### src/rtl/cache_pkg.sv
// Shared geometry, FSM state encoding and byte helpers for the data cache.
package cache_pkg;

  localparam int NUM_BLOCKS  = 8;
  localparam int BLOCK_BYTES = 4;
  localparam int TAG_W       = 3;
  localparam int INDEX_W     = 3;
  localparam int OFFSET_W    = 2;
  localparam int BLOCK_W     = 32;

  typedef enum logic [1:0] {
    IDLE      = 2'd0,
    WRITEBACK = 2'd1,
    FETCH     = 2'd2,
    UPDATE    = 2'd3
  } cache_state_e;

  function automatic logic [7:0] block_byte(input logic [BLOCK_W-1:0] blk,
                                            input logic [OFFSET_W-1:0] off);
    return blk[off*8 +: 8];
  endfunction

endpackage

### src/rtl/dcache_array.sv
// Line storage for the data cache: combinational read of the indexed line,
// posedge byte-write and whole-line refill ports.
module dcache_array
  import cache_pkg::*;
(
  input  logic                CLK,
  input  logic                RESET,
  input  logic [INDEX_W-1:0]  index,
  output logic                line_valid,
  output logic                line_dirty,
  output logic [TAG_W-1:0]    line_tag,
  output logic [BLOCK_W-1:0]  line_data,
  input  logic                byte_we,
  input  logic [OFFSET_W-1:0] byte_offset,
  input  logic [7:0]          byte_data,
  input  logic                fill_we,
  input  logic [TAG_W-1:0]    fill_tag,
  input  logic [BLOCK_W-1:0]  fill_data
);

  logic [NUM_BLOCKS-1:0] valid_vec;
  logic [NUM_BLOCKS-1:0] dirty_vec;
  logic [TAG_W-1:0]      tag_vec  [NUM_BLOCKS];
  logic [BLOCK_W-1:0]    data_vec [NUM_BLOCKS];

  genvar gi;
  generate
    for (gi = 0; gi < NUM_BLOCKS; gi++) begin : g_line
      logic               valid_reg;
      logic               dirty_reg;
      logic [TAG_W-1:0]   tag_reg;
      logic [BLOCK_W-1:0] data_reg;
      logic               sel;

      assign sel = (index == INDEX_W'(gi));

      // Refill wins over a byte write; the FSM never issues both at once.
      always_ff @(posedge CLK) begin
        if (RESET) begin
          valid_reg <= 1'b0;
          dirty_reg <= 1'b0;
        end else if (fill_we && sel) begin
          valid_reg <= 1'b1;
          dirty_reg <= 1'b0;
          tag_reg   <= fill_tag;
          data_reg  <= fill_data;
        end else if (byte_we && sel) begin
          dirty_reg <= 1'b1;
          data_reg[byte_offset*8 +: 8] <= byte_data;
        end
      end

      assign valid_vec[gi] = valid_reg;
      assign dirty_vec[gi] = dirty_reg;
      assign tag_vec[gi]   = tag_reg;
      assign data_vec[gi]  = data_reg;
    end
  endgenerate

  assign line_valid = valid_vec[index];
  assign line_dirty = dirty_vec[index];
  assign line_tag   = tag_vec[index];
  assign line_data  = data_vec[index];

endmodule

### src/rtl/dcache.sv
// Direct-mapped write-back, write-allocate byte cache in front of a
// 32-bit-block data memory; stalls the CPU via BUSYWAIT during refills.
module dcache
  import cache_pkg::*;
(
  input  logic        CLK,
  input  logic        RESET,
  input  logic        READ,
  input  logic        WRITE,
  input  logic [7:0]  ADDRESS,
  input  logic [7:0]  WRITEDATA,
  output logic [7:0]  READDATA,
  output logic        BUSYWAIT,
  output logic        MEM_READ,
  output logic        MEM_WRITE,
  output logic [5:0]  MEM_ADDRESS,
  output logic [31:0] MEM_WRITEDATA,
  input  logic [31:0] MEM_READDATA,
  input  logic        MEM_BUSYWAIT
);

  cache_state_e state_reg;

  logic [TAG_W-1:0]    addr_tag;
  logic [INDEX_W-1:0]  addr_index;
  logic [OFFSET_W-1:0] addr_offset;
  logic                line_valid;
  logic                line_dirty;
  logic [TAG_W-1:0]    line_tag;
  logic [BLOCK_W-1:0]  line_data;
  logic                hit;
  logic                request;

  assign addr_tag    = ADDRESS[7:5];
  assign addr_index  = ADDRESS[4:2];
  assign addr_offset = ADDRESS[1:0];

  assign hit     = line_valid && (line_tag == addr_tag);
  assign request = READ || WRITE;

  dcache_array u_array (
    .CLK         (CLK),
    .RESET       (RESET),
    .index       (addr_index),
    .line_valid  (line_valid),
    .line_dirty  (line_dirty),
    .line_tag    (line_tag),
    .line_data   (line_data),
    .byte_we     (state_reg == IDLE && WRITE && hit),
    .byte_offset (addr_offset),
    .byte_data   (WRITEDATA),
    .fill_we     (state_reg == UPDATE),
    .fill_tag    (addr_tag),
    .fill_data   (MEM_READDATA)
  );

  always_ff @(posedge CLK) begin
    if (RESET) begin
      state_reg <= IDLE;
    end else begin
      case (state_reg)
        IDLE:      if (request && !hit)
                     state_reg <= (line_valid && line_dirty) ? WRITEBACK : FETCH;
        WRITEBACK: if (!MEM_BUSYWAIT) state_reg <= FETCH;
        FETCH:     if (!MEM_BUSYWAIT) state_reg <= UPDATE;
        UPDATE:    state_reg <= IDLE;
        default:   state_reg <= IDLE;
      endcase
    end
  end

  // The held request completes in IDLE only once it hits, including after a refill.
  assign BUSYWAIT      = request && !(state_reg == IDLE && hit);
  assign MEM_READ      = (state_reg == FETCH);
  assign MEM_WRITE     = (state_reg == WRITEBACK);
  assign MEM_ADDRESS   = (state_reg == WRITEBACK) ? {line_tag, addr_index} : ADDRESS[7:2];
  assign MEM_WRITEDATA = line_data;
  assign READDATA      = hit ? block_byte(line_data, addr_offset) : 8'h00;

endmodule

### config.mk
export PLATFORM = sky130hd
export DESIGN_NAME = dcache
export DESIGN_NICKNAME = d
export VERILOG_FILES = /design/src/rtl/cache_pkg.sv /design/src/rtl/dcache_array.sv /design/src/rtl/dcache.sv
export SDC_FILE = /design/constraint.sdc
export NUM_CORES = 1
export LEC_CHECK = 0
export BUFFER_PORTS_ARGS = -buffer_cell sky130_fd_sc_hd__buf_2
export CAP_MARGIN = 10
export CORE_MARGIN = 2
export CORE_UTILIZATION = 60
export CTS_CLUSTER_DIAMETER = 120
export DETAILED_ROUTE_END_ITERATION = 6
export GPL_TIMING_DRIVEN = 0
export PLACE_DENSITY = 0.79
export SLEW_MARGIN = 10
export SYNTH_ARGS = -nofsm -noshare
export SYNTH_HDL_FRONTEND = slang
export SYNTH_SLANG_ARGS = --single-unit
export TNS_END_PERCENT = 100
### constraint.sdc
create_clock -name CLK -period 7.2 [get_ports CLK]
set_input_delay 1.08 -clock CLK [delete_from_list [all_inputs] [get_ports CLK]]
set_output_delay 1.08 -clock CLK [all_outputs]
set_load 0.02 [all_outputs]
# [Yosys cells after proc, flatten, opt, wreduce, memory -nomap -nowiden]
# Cells that the tools add are included.
[op_classes] mux=41 shifts=3 n_reduce_logical=61 n_addsub=1 bitwise_logic=2 n_eq_ne=14 magnitude_cmp=2
[op_table] operator="$mux 32" n=18
[op_table] operator="$bwmux 32" n=8
[op_table] operator="$bmux 32 s3" n=1
[op_table] operator="$neg 5->34" n=1
[op_table] operator="$shift 8x34->32 const A" n=1
[op_table] operator="$shiftx 8x34->32" n=1
[op_table] operator="$reduce_and 2->1" n=16
[op_table] operator="$shiftx 32x6->8" n=1
[op_table] operator="$logic_and 1x1->1" n=23
[op_table] operator="$reduce_bool 2->1" n=8
[op_table] operator="$reduce_or 2->1" n=8
[op_table] operator="$eq 3x3->1 const B" n=4
[op_table] operator="$bmux 3 s3" n=1
[op_table] operator="$mux 2" n=4
[op_table] operator="$mux 8" n=1
[op_table] operator="$pmux 2 s4" n=1
[op_table] operator="$bmux 1 s3" n=2
[op_table] operator="$eq 3x2->1 const B" n=2
[op_table] operator="$mux 3" n=2
[op_table] operator="$mux 6" n=1
[op_table] operator="$ne 2x2->1 const B" n=3
[op_table] operator="$eq 2x2->1 const B" n=2
[op_table] operator="$ge 4x4->1 const B" n=1
[op_table] operator="$lt 3x4->1 const B" n=1
[op_table] operator="other kinds (11)" n=13
[totals] out_inout_bits=49 wordCells=157 ff_bits=298

# [Logic depth before layout (Yosys ltp)]
[logic_depth] depth_word=10 mapped_depth=10

# [Hierarchy]
# A second synthesis with hierarchy kept.
[hier_totals] cells_unflattened=1243 hier_area_um2=15190.8
[modules_own_cells] module="dcache_array" seq_area_each_um2=8728.4 area_per_inst_um2=14646.5 cells_each=1189 instances=1
[modules_own_cells] module="dcache" seq_area_each_um2=40.0 area_per_inst_um2=544.3 cells_each=54 instances=1

# [Least setup slack after synthesis]
# Ideal clock, no wire load.
[synth_timing] path_type="input port to output port" from="in ADDRESS[2]" to="out READDATA[2]" path_stages=7 slack_ns=3.056 arrival_time_ns=3.064 path_buffers=2 t_required_ns=6.120 cell_sequence="buf_2 buf_2 mux4_2 nand2_1 nand2_1 mux4_2 and3_1"
[synth_via] word_cells_on_any_way=13 classes_between="eq/ne: 1; shift: 1; mux: 9; bitwise: 1; reduce/logical: 1"
[synth_rtl] element="start, declared" line="dcache.sv:10" source="input logic [7:0] ADDRESS,"
[synth_rtl] element="$not 3->4 (not written as such)" line="dcache_array.sv:63" source="assign line_data = data_vec[index];"
[synth_rtl] element="$bmux 32 s3" line="dcache_array.sv:63"
[synth_rtl] element="$mux 32 (not written as such) (2 in series)" line="dcache_array.sv:63"
[synth_rtl] element="named net MEM_WRITEDATA[10]" line="dcache.sv:17" source="output logic [31:0] MEM_WRITEDATA,"
[synth_rtl] element="$shiftx 32x6->8" line="cache_pkg.sv:20" source="return blk[off*8 +: 8];"
[synth_rtl] element="$mux 8" line="dcache.sv:78" source="assign READDATA = hit ? block_byte(line_data, addr_offset) : 8'h00;"
[synth_rtl] element="end, declared" line="dcache.sv:12" source="output logic [7:0] READDATA,"
# The timed path passes the listed nets, and every way through them passes these cells. The select of a mux whose other input is x is not followed.

# [Final worst setup path]
[layout_timing] from="in ADDRESS[3]" to="out READDATA[5]"
[layout_via] elab_chain_cells=7 word_cells_on_any_way=13 classes_between="eq/ne: 1; shift: 1; mux: 9; bitwise: 1; reduce/logical: 1"
[layout_rtl] element="branches (longest 6 deep; another with $bmux 32 s3)"
[layout_rtl] element="$mux 8 (*)" line="dcache.sv:78"
# Mark *: on every way between the ends. The select of a mux whose other input is x is not followed.

==> metrics.md <==
| Metric | Value |
|---|---|
| Outcome | `complete, no violations` |
| Hold Vio Cnt, Final | `0` |
| CP max stage cell | `mux4_2` |
| Post-synthesis async set-or-reset flop share | `0%` |
| Top FF cell, synth | `edfxtp_1` |
| Synth Area in Simple Gates | `10.95%` |
| Filler cells | `1,765` |
| Final setup fails | `0` |
| RSZ-0062 raised after global routing | `false` |
| Worst path depth | `10` |
| Die X | `163.3 um` |
| GPL Wtd Cong | `0.9925` |
| Drt via density | `6.960` |
| Area leader, netlist | `edfxtp_1` |
| Complex-gate fraction of the synthesized area | `11.59%` |
| Post-CTS sizing | `0` |
| CTS sink cnt | `298` |
| CP cell instances | `buf_6, buf_6, buf_6, buf_2, mux4_2, nand2_1, nand2_1, mux4_2, and3_1, buf_2` |
| Max-cap viol count | `0` |
| Hold_ws | `0.4744 ns` |
| Worst-path clk slew | `0.06 ns` |
| Tightest Pin Transition | `1.175 ns` |
| Leakage | `6.110 nW` |
| Root buf cell | `clkbuf_16` |
| Final worst slack | `2.403 ns` |
| Post-Synth Adder-Cell Area | `0.7400%` |
| DR iter-0 viols | `2,446` |
| Clock period minus worst slack | `4.797 ns` |
| GRT Overall Usage | `40.05%` |
| Tcrit/Tclk final | `66.62%` |
| HPWL after DPL | `35,240 um` |
| Synth-to-layout area growth | `14.31%` |
| Initial antenna violation count | `3` |
| Vias | `12,472` |
| Finished Layout Cells | `1,792` |
| Largest family of logic cells by synthesized area | `multiplexers` |
| Die Ht | `163.3 um` |
| Detail Route Antenna Nets | `0` |
| Final wirelength | `52,700 um` |
| Worst R2R End | `u_array.g_line[7].data_reg[23]` |
| Post-synth EDFFs | `280` |
| Synthesized area per cell | `11.64 sq um` |
| Syn_nets | `1,369` |
| Cell area after synthesis | `15,220 sq um` |
| F_max | `208.5 MHz` |
| Sequential element share of the synthesized area | `57.62%` |
| H-tree lvl count | `1` |
| Synth warn | `0` |
| Placed Cells | `1,733` |
| Residual DRC count | `0` |
| CORE AREA | `25,040 sq um` |
| DRT Pass-1 Iters | `7` |
| Sum Neg Setup Slack | `0 ns` |
| Post-synthesis mux area share | `13.76%` |
| Die Area | `26,650 sq um` |
| # nets final | `1,497` |
| Largest cells by area after synthesis | `edfxtp_1 (55%), mux4_2 (9.9%), o21ai_0 (8.5%)` |
| Startpoint types | `input pin` |
| Synth cell count leaders | `nand2_1 (341), edfxtp_1 (280), o21ai_0 (259)` |
| Congestion Overflow GR | `0` |
| Top-area cell type share of the netlist area | `55.25%` |
| Skew final | `0.03218 ns` |
| First-pass GRT wire length | `76,530 um` |
| Min-Delay Path Class | `reg -> reg` |
| Clock tree buffer depth | `3` |
| Starting Density | `60.78%` |
| Share of cells above drive strength 1 | `23.92%` |
| Reg2Reg Launch Point | `u_array.g_line[0].tag_reg[0]` |
| Crit path kind | `in -> out` |
| R2R Setup Slk | `4.02 ns` |
| DR WL/cell | `29.41 um` |
| Post-CTS setup buffer count | `0` |
| CTS tree | `built` |
| Worst r2r path cells | `8` |
| Syn Inst Count | `1,307` |
| Number of global-route vias before repair | `12,191` |
| Critical Path Max Stage Delay | `0.50 ns` |
| WP buf/inv | `5` |
| Data arrival time of the critical path | `3.72 ns` |
| Post-synthesis xor/xnor area fraction | `0%` |
| Cell Pwr Density | `224.9 nW/um^2` |
| Rows | `58` |
| Crit end category | `output port` |
| Final max-slew violation count | `0` |
| Critical path's top delay family | `buffers and inverters` |
| IO Pins | `102` |
| Dpl cell area | `16,350 sq um` |
| IO buf count | `65` |
| Count leader, synth | `nand2_1` |
| Yosys reg bits | `298` |
| DP Worst Slack | `2.551 ns` |
| Most used cell, CP | `buf_6` |
| Largest net degree at the start of global routing | `16` |
| Non-Filler Cell Area, Final | `17,390 sq um` |
| Max-slew headroom | `21.52%` |
| CTS buffer count | `30` |
| Clock latency on the worst-skew pair | `0.58 ns` |
| Number of distinct library cells after synthesis | `44` |
| Critical Path End | `READDATA[5]` |
| CP Max Fanout | `10` |
| Max reg flops | `256` |
| Hold Buf Count CTS | `0` |
| CP required | `6.12 ns` |
| Peak supply drop | `214.5 uV` |
| Crit path launch | `ADDRESS[3]` |
## kinds of logic (layout without fill, tap and decap cells)
| logic type | Yosys count | in the layout |
|---|---|---|
| AND/OR/NAND/NOR | 419 | 419 |
| AO/OA/AOI/OAI | 318 | 318 |
| flip-flops | 298 | 298 |
| buffers and inverters | 151 | 303 |
| multiplexers | 112 | 112 |
| adder cells (fa/ha/maj) | 9 | 9 |
| other | 0 | 3 |
## routing by layer
metal | track usage, % | up-vias | routed length, um
li1 | - | 5048 | -
met5 | 1.136 | - | 0
met2 | 61.14 | 1307 | 23380
met1 | 50.43 | 5813 | 16460
met4 | 23.29 | 0 | 3975
met3 | 12.98 | 304 | 8887
## through the flow
step	power (mW)	utilization [%]
after CTS	3.886	69.41
after floorplan	2.173	-
after global placement	2.289	63.73
after global routing	3.975	69.46
after detailed placement	2.304	65.30
final	3.912	69.48
## worst min-delay path, stage by stage, from the launching register on
cell and delay (ns):
dfxtp_1 0.33, nor2_1 0.05, nor2_1 0.06
## layout make-up
cell class / count / area (sq um) / share of cell area, %
Clock inverter: 16 / 170.2 / 0.9783
Timing Repair Buffer: 96 / 558.0 / 3.208
Buffer: 128 / 725.7 / 4.172
Tap cell: 330 / 412.9 / 2.374
Sequential cell: 298 / 8768 / 50.41
Clock buffer: 40 / 858.3 / 4.935
Multi-Input combinational cell: 858 / 5807 / 33.38
Antenna cell: 3 / 7.507 / 0.04316
Inverter: 23 / 86.33 / 0.4963
## power by group
| part | internal, mW | switching [mW] | leakage, nW |
|---|---|---|---|
| clock | 0.943 | 0.684 | 0.503 |
| sequential | 1.89 | 0.00633 | 2.78 |
| combinational | 0.132 | 0.258 | 2.83 |
| total | 2.96 | 0.949 | 6.11 |
## how the worst min path moves through the flow
stage / slack, ns / to / cells past startpoint / start
6_report: 0.47 / u_array.g_line[4].valid_reg / 2 / u_array.g_line[4].valid_reg
5_1_grt: 0.52 / u_array.g_line[5].valid_reg / 2 / u_array.g_line[5].valid_reg
4_1_cts: 0.48 / u_array.g_line[0].valid_reg / 2 / u_array.g_line[0].valid_reg
3_5_place_dp: 0.46 / u_array.g_line[0].valid_reg / 2 / u_array.g_line[0].valid_reg
3_3_place_gp: 0.45 / u_array.g_line[0].valid_reg / 2 / u_array.g_line[0].valid_reg
2_1_floorplan: 0.43 / u_array.g_line[2].valid_reg / 2 / u_array.g_line[2].valid_reg
## cell usage in the layout (no fill, tap or decap), types with 6 or more instances in the layout
cell type  count
clkbuf_1      60
or3_1          6
o21ai_0      259
mux2i_1       12
edfxtp_1     280
mux4_1         6
a41oi_1        8
nor2_1        38
buf_4         64
buf_2         86
mux2_2        26
buf_6         12
clkbuf_8       7
ha_1           9
clkbuf_16     30
nand2_1      341
nor3_1        10
mux4_2        67
dfxtp_1       18
inv_1         22
nand3_1        7
o31ai_2       32
(Power assumes the default switching activity.)
